===== src/rtl/fp_gpio_ctrl_pkg.sv =====
// Shared constants for the front-panel GPIO controller: default pin masks,
// synchronizer depth bounds and the irq_status bit layout seen by software.
package fp_gpio_ctrl_pkg;

    localparam int GPIO_REG_WIDTH_DEF = 12;

    localparam logic [GPIO_REG_WIDTH_DEF-1:0] OUT_MASK_DEF = 12'h011;
    localparam logic [GPIO_REG_WIDTH_DEF-1:0] IN_MASK_DEF  = 12'h044;
    localparam logic [GPIO_REG_WIDTH_DEF-1:0] DDR_MASK_DEF = 12'h011;

    localparam int SYNC_STAGES_MIN = 2;
    localparam int SYNC_STAGES_MAX = 4;

    // irq_status is one flag per pin; only input-capable pins can ever set
    localparam int IRQ_STATUS_LSB = 0;
    localparam int IRQ_STATUS_MSB = GPIO_REG_WIDTH_DEF - 1;
    localparam int IRQ_BIT_FP2    = 2;
    localparam int IRQ_BIT_FP6    = 6;

    typedef enum logic [1:0] {
        EDGE_NONE = 2'd0,
        EDGE_RISE = 2'd1,
        EDGE_FALL = 2'd2
    } edge_kind_e;

    function automatic int clamp_sync_stages(input int stages);
        if (stages < SYNC_STAGES_MIN) return SYNC_STAGES_MIN;
        if (stages > SYNC_STAGES_MAX) return SYNC_STAGES_MAX;
        return stages;
    endfunction

endpackage


===== src/rtl/gpio_debounce.sv =====
// One pin's input path: synchronizer chain followed by a length-N debounce
// that accepts a new level only after it has been seen for N+1 cycles.
module gpio_debounce
    import fp_gpio_ctrl_pkg::*;
#(
    parameter int SYNC_STAGES = 2,
    parameter int DEBOUNCE_W  = 8
) (
    input  logic                  clk,
    input  logic                  reset,
    input  logic                  pad_in,
    input  logic [DEBOUNCE_W-1:0] debounce_len,
    output logic                  s,
    output logic                  stable,
    output logic                  update
);

    // Out-of-range depths are pulled into the supported window
    localparam int STAGES = clamp_sync_stages(SYNC_STAGES);

    logic sync_chain [STAGES+1];

    assign sync_chain[0] = pad_in;

    for (genvar i = 0; i < STAGES; i++) begin : g_sync
        regN_ff #(.WIDTH(1)) u_sync_ff (
            .clk   (clk),
            .reset (reset),
            .d     (sync_chain[i]),
            .q     (sync_chain[i+1])
        );
    end

    assign s = sync_chain[STAGES];

    logic                  stable_q, stable_d;
    logic [DEBOUNCE_W-1:0] cnt_q, cnt_d;

    always_comb begin
        stable_d = stable_q;
        cnt_d    = '0;
        update   = 1'b0;
        if (s != stable_q) begin
            if (cnt_q == debounce_len) begin
                stable_d = s;
                update   = 1'b1;
            end else begin
                cnt_d = cnt_q + 1'b1;
            end
        end
    end

    always_ff @(posedge clk) begin
        if (reset) begin
            stable_q <= 1'b0;
            cnt_q    <= '0;
        end else begin
            stable_q <= stable_d;
            cnt_q    <= cnt_d;
        end
    end

    assign stable = stable_q;

endmodule


===== src/rtl/regN_ff.sv =====
// Generic N-bit register with synchronous active-high reset.
module regN_ff #(
    parameter int WIDTH = 1
) (
    input  logic             clk,
    input  logic             reset,
    input  logic [WIDTH-1:0] d,
    output logic [WIDTH-1:0] q
);

    always_ff @(posedge clk) begin
        if (reset) q <= '0;
        else       q <= d;
    end

endmodule


===== src/rtl/fp_gpio_ctrl.sv =====
// Front-panel GPIO controller top: masked registered pad outputs, per-pin
// debounced inputs, and sticky write-1-to-clear edge interrupt status.
module fp_gpio_ctrl
    import fp_gpio_ctrl_pkg::*;
#(
    parameter int                        GPIO_REG_WIDTH = GPIO_REG_WIDTH_DEF,
    parameter int                        SYNC_STAGES    = 2,
    parameter int                        DEBOUNCE_W     = 8,
    parameter logic [GPIO_REG_WIDTH-1:0] OUT_MASK       = OUT_MASK_DEF,
    parameter logic [GPIO_REG_WIDTH-1:0] IN_MASK        = IN_MASK_DEF,
    parameter logic [GPIO_REG_WIDTH-1:0] DDR_MASK       = DDR_MASK_DEF
) (
    input  logic                      clk,
    input  logic                      reset,
    input  logic [GPIO_REG_WIDTH-1:0] fp_gpio_in,
    output logic [GPIO_REG_WIDTH-1:0] fp_gpio_out,
    output logic [GPIO_REG_WIDTH-1:0] fp_gpio_ddr,
    input  logic [GPIO_REG_WIDTH-1:0] gpio_out,
    input  logic [GPIO_REG_WIDTH-1:0] gpio_ddr,
    input  logic [DEBOUNCE_W-1:0]     debounce_len,
    input  logic [GPIO_REG_WIDTH-1:0] rise_en,
    input  logic [GPIO_REG_WIDTH-1:0] fall_en,
    input  logic [GPIO_REG_WIDTH-1:0] irq_clr,
    output logic [GPIO_REG_WIDTH-1:0] gpio_in,
    output logic [GPIO_REG_WIDTH-1:0] irq_status,
    output logic                      irq
);

    logic [GPIO_REG_WIDTH-1:0] s_vec;
    logic [GPIO_REG_WIDTH-1:0] stable_vec;
    logic [GPIO_REG_WIDTH-1:0] update_vec;

    for (genvar p = 0; p < GPIO_REG_WIDTH; p++) begin : g_pin
        gpio_debounce #(
            .SYNC_STAGES (SYNC_STAGES),
            .DEBOUNCE_W  (DEBOUNCE_W)
        ) u_debounce (
            .clk          (clk),
            .reset        (reset),
            .pad_in       (fp_gpio_in[p]),
            .debounce_len (debounce_len),
            .s            (s_vec[p]),
            .stable       (stable_vec[p]),
            .update       (update_vec[p])
        );
    end

    logic [GPIO_REG_WIDTH-1:0] fp_gpio_ddr_q, fp_gpio_ddr_d;
    logic [GPIO_REG_WIDTH-1:0] fp_gpio_out_q, fp_gpio_out_d;
    logic [GPIO_REG_WIDTH-1:0] irq_status_q, irq_status_d;
    logic [GPIO_REG_WIDTH-1:0] rise, fall;

    // A pin only drives high when it is both allowed and requested as output
    always_comb begin
        fp_gpio_ddr_d = gpio_ddr & DDR_MASK;
        fp_gpio_out_d = gpio_out & OUT_MASK & gpio_ddr & DDR_MASK;
        rise          = update_vec &  s_vec & rise_en & IN_MASK;
        fall          = update_vec & ~s_vec & fall_en & IN_MASK;
        irq_status_d  = (irq_status_q & ~irq_clr) | rise | fall;
    end

    always_ff @(posedge clk) begin
        if (reset) begin
            fp_gpio_ddr_q <= '0;
            fp_gpio_out_q <= '0;
            irq_status_q  <= '0;
        end else begin
            fp_gpio_ddr_q <= fp_gpio_ddr_d;
            fp_gpio_out_q <= fp_gpio_out_d;
            irq_status_q  <= irq_status_d;
        end
    end

    assign fp_gpio_ddr = fp_gpio_ddr_q;
    assign fp_gpio_out = fp_gpio_out_q;
    assign gpio_in     = stable_vec & IN_MASK;
    assign irq_status  = irq_status_q;
    assign irq         = |irq_status_q;

endmodule


===== config.mk =====
export PLATFORM = sky130hd
export DESIGN_NAME = fp_gpio_ctrl
export DESIGN_NICKNAME = d
export VERILOG_FILES = /design/src/rtl/fp_gpio_ctrl_pkg.sv /design/src/rtl/gpio_debounce.sv /design/src/rtl/regN_ff.sv /design/src/rtl/fp_gpio_ctrl.sv
export SDC_FILE = /design/constraint.sdc
export NUM_CORES = 1
export LEC_CHECK = 0
export CAP_MARGIN = 25
export CORE_MARGIN = 3
export CORE_UTILIZATION = 36
export CTS_CLUSTER_DIAMETER = 150
export DETAILED_ROUTE_END_ITERATION = 10
export PLACE_DENSITY_LB_ADDON = 0.2
export SKIP_LAST_GASP = 1
export SYNTH_ARGS = -nofsm -noshare
export SYNTH_HDL_FRONTEND = slang
export SYNTH_HIERARCHICAL = 1
export SYNTH_SLANG_ARGS = --single-unit

===== constraint.sdc =====
create_clock -name clk -period 1.9 [get_ports clk]
set_clock_uncertainty 0.2 [all_clocks]
set_input_delay 0.285 -clock clk [delete_from_list [all_inputs] [get_ports clk]]
set_output_delay 0.285 -clock clk [all_outputs]
set_load 0.03 [all_outputs]

=== Word-level counts from Yosys, hierarchy flattened ===
Index checks and enable logic that the tools add are counted.

* Add/subtract/negate cells: 7
* Equal/unequal tests: 14
* Multiplexer cells: 14
* Bitwise operators: 17
* Reductions and logical operators: 15

{| class="wikitable"
|+ Operator list
! kind !! number
|-
| $add A8 B1 Y8 const B || 7
|-
| $eq A8 B8 Y1 || 7
|-
| $and A7 B7 Y7 || 4
|-
| $or A12 B7 Y12 || 2
|-
| $reduce_or A3 Y1 || 7
|-
| $mux W1 || 14
|-
| $reduce_and A2 Y1 || 7
|-
| $and A12 B12 Y12 || 1
|-
| $not A12 Y12 || 1
|-
| $reduce_or A12 Y1 || 1
|-
| $ne A1 B1 Y1 || 7
|-
| $not A1 Y1 || 7
|-
| $not A7 Y7 || 1
|-
| $and A5 B5 Y5 || 1
|}

* Flip-flop bits (word level): 113
* Input port bits: 82
* Output and inout port bits: 49
* Logic and storage cells: 100

=== Depth between registers and ports, before layout ===
Gate-level depths: netlist of the first run.

* Word-level depth: 7
* Mapped depth: 5
* Depth with buffers taken out: 5

=== Modules after synthesis ===
Netlist of the first run, hierarchy kept.

{| class="wikitable"
|+ By module, submodules not included
! module !! instances !! cells an instance !! area each (um^2) !! seq. area each (um^2)
|-
| fp_gpio_ctrl || 1 || 74 || 792.0 || 320.3
|-
| gpio_debounce at g_pin[6].u_debounce || 1 || 50 || 525.5 || 180.2
|-
| gpio_debounce at g_pin[2].u_debounce || 1 || 50 || 519.2 || 180.2
|-
| regN_ff || 4 || 2 || 33.8 || 20.0
|}

=== Least setup slack after synthesis of the first run ===
Ideal clock, no wire load.

* Path type: reg2out
* Start point: reg irq_status_q[9], in the netlist irq_status[9]
* End point: out irq
* Data arrival time: 0.982 ns
* Data required time: 1.415 ns
* Slack: 0.433 ns
* Stages on the path, launching flop included: 3
* Buffers on the path: 0
* Path through: dfxtp_1 -> nor4_1 -> nand3_1

* Longest elaborated chain between the ends: 1

{| class="wikitable"
|+ Ends and longest elaborated chain
! what !! line !! text
|-
| start: declaration || fp_gpio_ctrl.sv:50 || <nowiki>logic [GPIO_REG_WIDTH-1:0] irq_status_q, irq_status_d;</nowiki>
|-
| start signal: assignment || fp_gpio_ctrl.sv:70 || <nowiki>irq_status_q <= irq_status_d;</nowiki>
|-
| $reduce_or A12 Y1 || fp_gpio_ctrl.sv:78 || <nowiki>assign irq = |irq_status_q;</nowiki>
|-
| end: declaration || fp_gpio_ctrl.sv:26 || <nowiki>output logic irq</nowiki>
|}

No other way between the ends.

=== Worst setup path in the final report of the first run ===
* Start point: reg g_pin[6].u_debounce.stable_q
* End point: out gpio_in[6]

{| class="wikitable"
|+ RTL lines
! what !! line !! text
|-
| start: declaration || gpio_debounce.sv:36 || <nowiki>logic stable_q, stable_d;</nowiki>
|-
| start signal: assignment || gpio_debounce.sv:58 || <nowiki>stable_q <= stable_d;</nowiki>
|-
| end: declaration || fp_gpio_ctrl.sv:24 || <nowiki>output logic [GPIO_REG_WIDTH-1:0] gpio_in,</nowiki>
|}

No word-level cell between the ends.

==> results by stage, run 1 <==
Global route:
- The number of global-route vias before repair was between 1000 and 1500.
- The first global-routing pass estimated approximately 5.5 mm of wire.
- Entering global routing, the biggest net connects 27 pins.
- Global routing used between 10% and 20% of the available tracks across all layers.
- Global routing finished with a remaining overflow of 0.
- The number of antenna violations at the first check in global routing is 0.

Power and ir drop:
- The combinational fraction of design power is between 10% and 20%.
- The clock network fraction of total power is around two fifths.
- In this run the power spent charging and discharging nets is between 400 and 500 uW.
- Net switching is roughly a quarter of the power.
- The total power density per cell area is 678 mW/mm^2.
- The maximum ir drop on the vdd rail is 0.521 mV.
- The internal power of the cells totals between 1 and 1.5 mW.
- Registers are responsible for between 40% and 50% of the overall power.
- Summed over all cells, the static leakage comes to 0.991 nW.
- The total chip power is between 1.5 and 2 mW.

Floorplanning:
- The boundary pin count is 131.
- The starting density of the core is 37.9%.
- The die covers around 0.0064 mm^2.
- In this run the horizontal extent of the chip is roughly 80 um.
- The core region is between 0.005 and 0.006 mm^2.
- The floorplan step set the die height to 80.0 um.
- The initialized floorplan defines 26 standard-cell rows.

Drt:
- The violation count after the first detailed-routing iteration is 35.
- The final wirelength is 3.36 mm.
- After detailed routing, the average wire length per cell comes to 10.9 um.
- Detailed routing inserted a total of between 1000 and 1500 vias.
- The number of detailed-route iterations in the first pass is 4.
- After detailed routing, the number of remaining DRC violations is 0.
- In this run the remaining antenna-violating nets after routing total 0.
- The routed via count divided by cell count is a little over 4.

CTS:
- The number of buffers between clock root and the deepest sink is 2.
- CTS built an H-tree with a depth of 2.
- In this run, post-CTS repair resized a total of 2 instances.
- The insertion delay to the later sink of the worst-skew pair is between 0.2 and 0.3 ns.
- Clock tree synthesis selected as its root buffer the cell sky130_fd_sc_hd__clkbuf_8.
- For this design, the CTS-stage hold fixing added 0 buffers.
- The clock-pin slew reported for the worst setup and hold paths after clock tree synthesis is 0.07 ns.
- The clock tree from TritonCTS is yes.
- The number of buffers inserted during clock tree synthesis is 5.
- The clock net in this run drives a total of 38 sinks.
- Once the clock tree was built, the setup fixing pass inserted 0 buffers.

Worst setup path:
- The signal on the critical path passes through clkdlybuf4s50_1.
- The kind of start point of the critical path is a flop.
- The number of buffer and inverter stages on the critical path is 1.
- The endpoint arrival time on the critical path is 1.33 ns.
- STA puts the critical path data required time at 1.41 ns.
- The slowest stage of the critical path is the sky130_fd_sc_hd__clkdlybuf4s50_1 cell.
- The classification of the worst setup path is reg2out.
- The cell family with the largest share of critical-path delay is buffers and inverters.
- The worst setup path is captured at an output pin.
- The highest fanout seen on the critical path is 3.
- On the worst path, the slowest cell contributes a delay of between 0.6 and 0.7 ns.

Placed design:
- The count of port buffers added during placement is 50.
- Routability-driven placement finished with a final weighted congestion of 0.743.
- The final HPWL from detailed placement is 2.66 mm.

Logic synthesis:
- After synthesis, the netlist uses 30 different library cells.
- The flop and latch count out of synthesis is 38.
- The number of synthesized flops with an enable pin is 0.
- After synthesis, the most frequently instantiated cells are sky130_fd_sc_hd__dfxtp_1, sky130_fd_sc_hd__buf_4, sky130_fd_sc_hd__nor2_1.
- Summed over its instances, the top area cell type makes up 38.6% of the synthesized netlist area.
- Synthesis produced a netlist whose cell count is 182.
- For this run, the leading register cell type out of synthesis is sky130_fd_sc_hd__dfxtp_1.
- The post-synthesis area per instance is roughly 11 um^2.
- The dominant cell type by area after synthesis is sky130_fd_sc_hd__dfxtp_1.
- After synthesis, flip-flops and latches occupy between 30% and 40% of the total area.
- The Yosys warning count is 6.
- The summed instance area of the synthesized netlist is between 0.0015 and 0.002 mm^2.
- Yosys attributes the largest share of cell area to sky130_fd_sc_hd__dfxtp_1, sky130_fd_sc_hd__buf_4, sky130_fd_sc_hd__xnor2_2.
- The proportion of synthesized flip-flops having asynchronous set or reset is 0%.
- In the post-synthesis netlist, the cell with the most instances is sky130_fd_sc_hd__dfxtp_1.

Timing:
- The number of setup violations in the final report is 0.
- The final critical path time including I/O delays and setup is roughly 1.8 ns.
- The total negative slack for setup checks is 0 ns.
- The final max-slew violation count is 0.
- Setup repair after global routing left no endpoint under its margin.
- Across all hold checks on the routed design, the worst slack comes to roughly 0.25 ns.
- The count of final hold-check violations was 0.
- Timing would allow up to between 500 and 600 MHz.
- Of the available clock period, the critical path in the final layout requires a little over nine tenths.

Finish:
- The number of antenna diodes in the final layout is 0.
- In the final layout, the share of cells above drive strength 1 is between 10% and 20%.
- The final layout contains approximately 320 nets.
- The relative area change from synthesis to final layout is 30.5%.

Hold path:
- The class of the most critical hold timing path is reg2reg.

Job:
- The reported max-cap violation count is 0.

Status:
- The flow ran to the end, and the final reports show no timing, DRC or antenna violations.
## final timing paths
path                                                         from                                              endpoint  slack (ns)  cells past startpoint
max                       g_pin[6].u_debounce/stable$_SDFFE_PP0P_                                            gpio_in[6]        0.08                      1
min          g_pin[2].u_debounce/g_sync[0].u_sync_ff/q$_SDFF_PP0_  g_pin[2].u_debounce/g_sync[1].u_sync_ff/q$_SDFF_PP0_        0.25                      1
max reg2reg               g_pin[6].u_debounce/cnt_q[2]$_SDFF_PP0_                              irq_status[6]$_SDFF_PP0_        0.42                      5
min reg2reg  g_pin[2].u_debounce/g_sync[0].u_sync_ff/q$_SDFF_PP0_  g_pin[2].u_debounce/g_sync[1].u_sync_ff/q$_SDFF_PP0_        0.25                      1
## cell families after synthesis
logic type	after synthesis	share of synthesized area, %
compound gates	8	4.70
xor+xnor	30	16.4
fa+ha+maj	2	1.27
buf+inv	37	13.1
flops	38	38.6
mux	2	1.02
other cells	1	0.190
simple gates	64	24.7
## power groups by stage
stage               Combinational (mW)  Clock, mW  Sequential, mW
floorplan                        0.188          0           0.837
global placement                 0.245          0           0.830
detailed placement               0.246          0           0.830
CTS                              0.247      0.713           0.811
global route                     0.262      0.744           0.812
finish                           0.246      0.687           0.811
## per-layer routing
| layer | part of all wire [%] | track usage [%] |
|---|---|---|
| met1 | 48 | 15.4 |
| met5 | 0 | 0 |
| met2 | 42 | 15.6 |
| met3 | 8.0 | 3.61 |
| met4 | 1.6 | 5.07 |
## flip-flops by register name, summed over array words and instances, names as in the netlist
register and cells:
g_pin.u_debounce/g_sync.u_sync_ff/q 4, fp_gpio_ddr 2, g_pin.u_debounce/cnt_q 16, g_pin.u_debounce/stable 2
fp_gpio_out 2, irq_status 12
## placed cells by master (no fill, tap or decap), drive strengths merged, types with 3 or more instances in the layout
cell | Yosys | layout
clkdlybuf4s50 | 0 | 47
conb | 1 | 30
dfxtp | 38 | 38
nor3b | 10 | 10
and3 | 4 | 4
xnor2 | 21 | 21
o21ai | 4 | 4
nand4 | 5 | 5
xor2 | 9 | 9
nor2b | 8 | 8
nand3 | 8 | 8
clkbuf | 0 | 7
and2 | 3 | 3
nor4 | 3 | 3
inv | 6 | 6
nor2 | 18 | 18
## per-stage QoR
stage | util [%] | area [um^2] | std cells | setup slack [ns]
2_1_floorplan | - | 2080 | 211 | 0.433
3_3_place_gp | 47.3 | 2460 | 302 | 0.0166
3_5_place_dp | 47.3 | 2460 | 302 | -0.0133
4_1_cts | 49.4 | 2570 | 309 | 0.000212
5_1_grt | 49.4 | 2570 | 309 | 0.0104
6_report | 49.4 | 2570 | 309 | 0.0808
## final cells by class
cell class	instances	area (um^2)
clock buffers	6	82.6
clock inverters	1	30.0
fillers	498	2630
inverters	6	22.5
multi-input cells	136	1060
flip-flops and latches	38	761
well taps	70	87.6
repair buffers	52	528
Power figures use the tool's default switching activity.
==> inputs of run 2 (changes only) <==
Settings changed: CAP_MARGIN 25 to 5, CORE_UTILIZATION 36 to 32.
Clock period 1.9 ns to 1.5 ns, I/O delays scaled along.
==> run 2 against run 1 <==
Cell area grew 9.6%. Die area grew 12%. Largest cell class unchanged. Wire length up 14%. Sequential share of layout area is 2.0 points lower. Clock power is 3.5% lower. The flow now finishes with violations (negative setup slack). Highest routed layer unchanged. Non-clock buffer count rose by 25. Hold slack barely moved. Worst setup slack got worse by 0.19 ns.
==> results by stage, run 2 (synthesis results as in run 1) <==
Worst setup path:
- The highest fanout seen on the critical path came to 3 (unchanged).
- The cell family with the largest share of critical-path delay is simple AND/OR/NAND/NOR gates (was buffers and inverters).
- The number of buffer and inverter stages on the critical path is 1 (unchanged).
- The classification of the worst setup path is reg2out (unchanged).
- Crit-path cells: nor4_4, nand3_2, buf_6 (was clkdlybuf4s50_1).
- The endpoint arrival time on the critical path is 1.18 ns (was 1.33 ns).
- The largest incremental delay on the critical path is 0.34 ns (was 0.69 ns).
- The critical path's slowest cell is sky130_fd_sc_hd__dfxtp_2 (was sky130_fd_sc_hd__clkdlybuf4s50_1).
- The kind of start point of the critical path was a flop (unchanged).
- The required time of the critical path is 1.07 ns (was 1.41 ns).
- The type of element capturing the critical path is an output pin (unchanged).

Job:
- The reported max-cap violation count was 0 (unchanged).

Placed design:
- The final HPWL from detailed placement is 3.03 mm (was 2.66 mm).
- The number of instances in the placed design is 329 (was 302).
- The placed instance area was 0.00262 mm^2 (was 0.00246 mm^2).
- The routability-driven placement congestion ratio is 0.763 (was 0.743).
- The post-placement worst setup slack was -0.334 ns (was -0.0133 ns).
- The count of port buffers added during placement is 50 (unchanged).

Global route:
- The total overflow reported by the global router is 0 (unchanged).
- The number of global-route vias before repair is 1332 (was 1169).
- The first-pass GRT wire length was 6.24 mm (was 5.45 mm).
- The number of antenna violations at the first check in global routing was 0 (unchanged).
- The maximum number of pins on one net before global-route repair is 17 (was 27).
- The aggregate global-route resource usage is 11.1% (was 11.2%).

Floorplanning:
- The starting density of the core is 34.3% (was 37.9%).
- The chip width is 84.5 um (was 80.0 um).
- The number of cell rows is 27 (was 26).
- The area of the die is 0.00714 mm^2 (was 0.00640 mm^2).
- The die outline height came to 84.5 um (was 80.0 um).
- The boundary pin count was 131 (unchanged).
- The placeable core area came to 0.00574 mm^2 (was 0.00520 mm^2).

Drt:
- The number of routed nets with antenna violations is 0 (unchanged).
- The routed via count divided by cell count came to 4.09 (was 4.11).
- The violation count after the first detailed-routing iteration is 14 (was 35).
- The number of detailed-route iterations in the first pass is 4 (unchanged).
- The final wirelength is 3.83 mm (was 3.36 mm).
- The number of DRC violations after detailed routing is 0 (unchanged).
- The count of vias placed by the detailed router was 1375 (was 1270).
- The detailed-route wire length per cell is 11.4 um (was 10.9 um).

Status:
- Outcome: complete, but fails checks (was finished clean).
- The checks that failed: negative setup slack.

Finish:
- The number of diodes is 0 (unchanged).
- The relative area change from synthesis to final layout is 43.0% (was 30.5%).
- The final cell area excluding filler cells was 0.00282 mm^2 (was 0.00257 mm^2).
- The fraction of final layout cells sized beyond drive strength 1 is 40.9% (was 18.0%).
- The non-filler instance count after layout is 336 (was 309).
- The register bank with the most flops is g_pin.u_debounce/cnt_q (unchanged).
- The count of nets after finishing is 348 (was 323).
- The core occupancy in the finished layout came to 49.1% (was 49.4%).
- The number of flip-flops under the largest register name was 16 (unchanged).
- Most frequent cells in the layout: sky130_fd_sc_hd__buf_4, sky130_fd_sc_hd__conb_1, sky130_fd_sc_hd__dfxtp_1 (was sky130_fd_sc_hd__clkdlybuf4s50_1, sky130_fd_sc_hd__dfxtp_1, sky130_fd_sc_hd__conb_1).
- The most common cell after layout, fill and taps aside is sky130_fd_sc_hd__buf_4 (was sky130_fd_sc_hd__clkdlybuf4s50_1).
- The number of filler instances in the final layout is 542 (was 498).

Timing:
- The number of setup violations in the final report is 1 (was 0).
- The final critical path time including I/O delays and setup is about 1.6 ns.
- The share of the clock period used by the worst path after layout is 107%.
- The final critical-path setup slack came to -0.109 ns (was 0.0808 ns).
- The worst hold slack across all endpoints was 0.246 ns (about the same).
- Unrepaired setup endpoints after global routing: yes (was no).
- The final max-slew violation count is 0 (unchanged).
- For this run, the top clock speed supported by timing is a little over 600 MHz.
- The count of final hold-check violations is 0 (unchanged).
- The total negative slack for setup checks is -0.109 ns (was 0 ns).

Power and ir drop:
- The fraction of power spent switching nets is 27.4% (was 24.0%).
- The total power density per cell area came to 714 mW/mm^2 (was 678 mW/mm^2).
- The internal power component is 1.46 mW (was 1.33 mW).
- The total chip power came to 2.01 mW (was 1.74 mW).
- The switching power of the nets came to 551 uW (was 418 uW).
- The maximum ir drop on the vdd rail is 0.573 mV (was 0.521 mV).
- The leakage power of the design is 1.19 nW (was 0.991 nW).
- The sequential share of power is 51.0% (was 46.5%).
- The combinational fraction of design power came to 16.1% (was 14.1%).
- The clock network fraction of total power was 32.9% (was 39.4%).

CTS:
- The sink count of the clock tree is 38 (unchanged).
- The root buffer selected by CTS is sky130_fd_sc_hd__clkbuf_8 (unchanged).
- The maximum level of the CTS H-tree is 2 (unchanged).
- The number of buffers between clock root and the deepest sink is 2 (unchanged).
- The hold-fix buffer count after cts is 0 (unchanged).
- The number of buffers inserted during clock tree synthesis is 5 (unchanged).
- The clock-pin slew reported for the worst setup and hold paths after clock tree synthesis came to 0.07 ns (about the same).
- The clock tree from TritonCTS is yes (unchanged).
- The insertion delay to the later sink of the worst-skew pair is 0.29 ns (was 0.28 ns).

Hold path:
- The class of the most critical hold timing path was reg2reg (unchanged).
run 2: timing repair:
| item | 4_1_cts | 5_1_grt |
|---|---|---|
| setup buffers | 0 | 0 |
| setup endpoints to repair | 23 | 22 |
| pin swaps | 2 | 11 |
| resized for setup | 32 | 28 |
| gates cloned | 0 | 0 |
run 2: metal layers:
layer	track usage, %	routed length [um]
met5	0	0
met4	4.75	67
met3	3.34	328
met2	16.2	1630
met1	15.1	1800
run 2: cell type report:
class	count	area (um^2)	share of cell area (%)
clock buffer	5	68.8	2.44
clock inverter	2	10.0	0.355
inverter	6	22.5	0.799
multi-input combinational	136	1180	41.9
sequential	38	777	27.6
tap	72	90.1	3.19
timing repair buffer	77	671	23.8
run 2: final timing paths:
check	from	to	slack, ns	cells past startpoint
worst max register to register	g_pin[2].u_debounce/cnt_q[1]$_SDFF_PP0_	g_pin[2].u_debounce/cnt_q[6]$_SDFF_PP0_	0.10	4
worst min register to register	g_pin[2].u_debounce/g_sync[0].u_sync_ff/q$_SDFF_PP0_	g_pin[2].u_debounce/g_sync[1].u_sync_ff/q$_SDFF_PP0_	0.25	1
worst max-delay path	irq_status[4]$_SDFF_PP0_	irq	-0.11	3
worst min-delay path	g_pin[2].u_debounce/g_sync[0].u_sync_ff/q$_SDFF_PP0_	g_pin[2].u_debounce/g_sync[1].u_sync_ff/q$_SDFF_PP0_	0.25	1
run 2: worst reg2reg max path, cell delays in order, from the launching register on:
cell	delay (ns)
sky130_fd_sc_hd__dfxtp_2	0.35
sky130_fd_sc_hd__xnor2_2	0.21
sky130_fd_sc_hd__nand4_4	0.16
sky130_fd_sc_hd__o21ai_4	0.29
sky130_fd_sc_hd__nor2_1	0.08
run 2: power groups by stage:
stage          logic [mW]  clock network (mW)  registers, mW
6_report            0.325               0.663           1.03
5_1_grt             0.345               0.737           1.03
4_1_cts             0.318               0.701           1.03
3_5_place_dp        0.323                   0           1.05
3_3_place_gp        0.321                   0           1.05
2_1_floorplan       0.239                   0           1.06
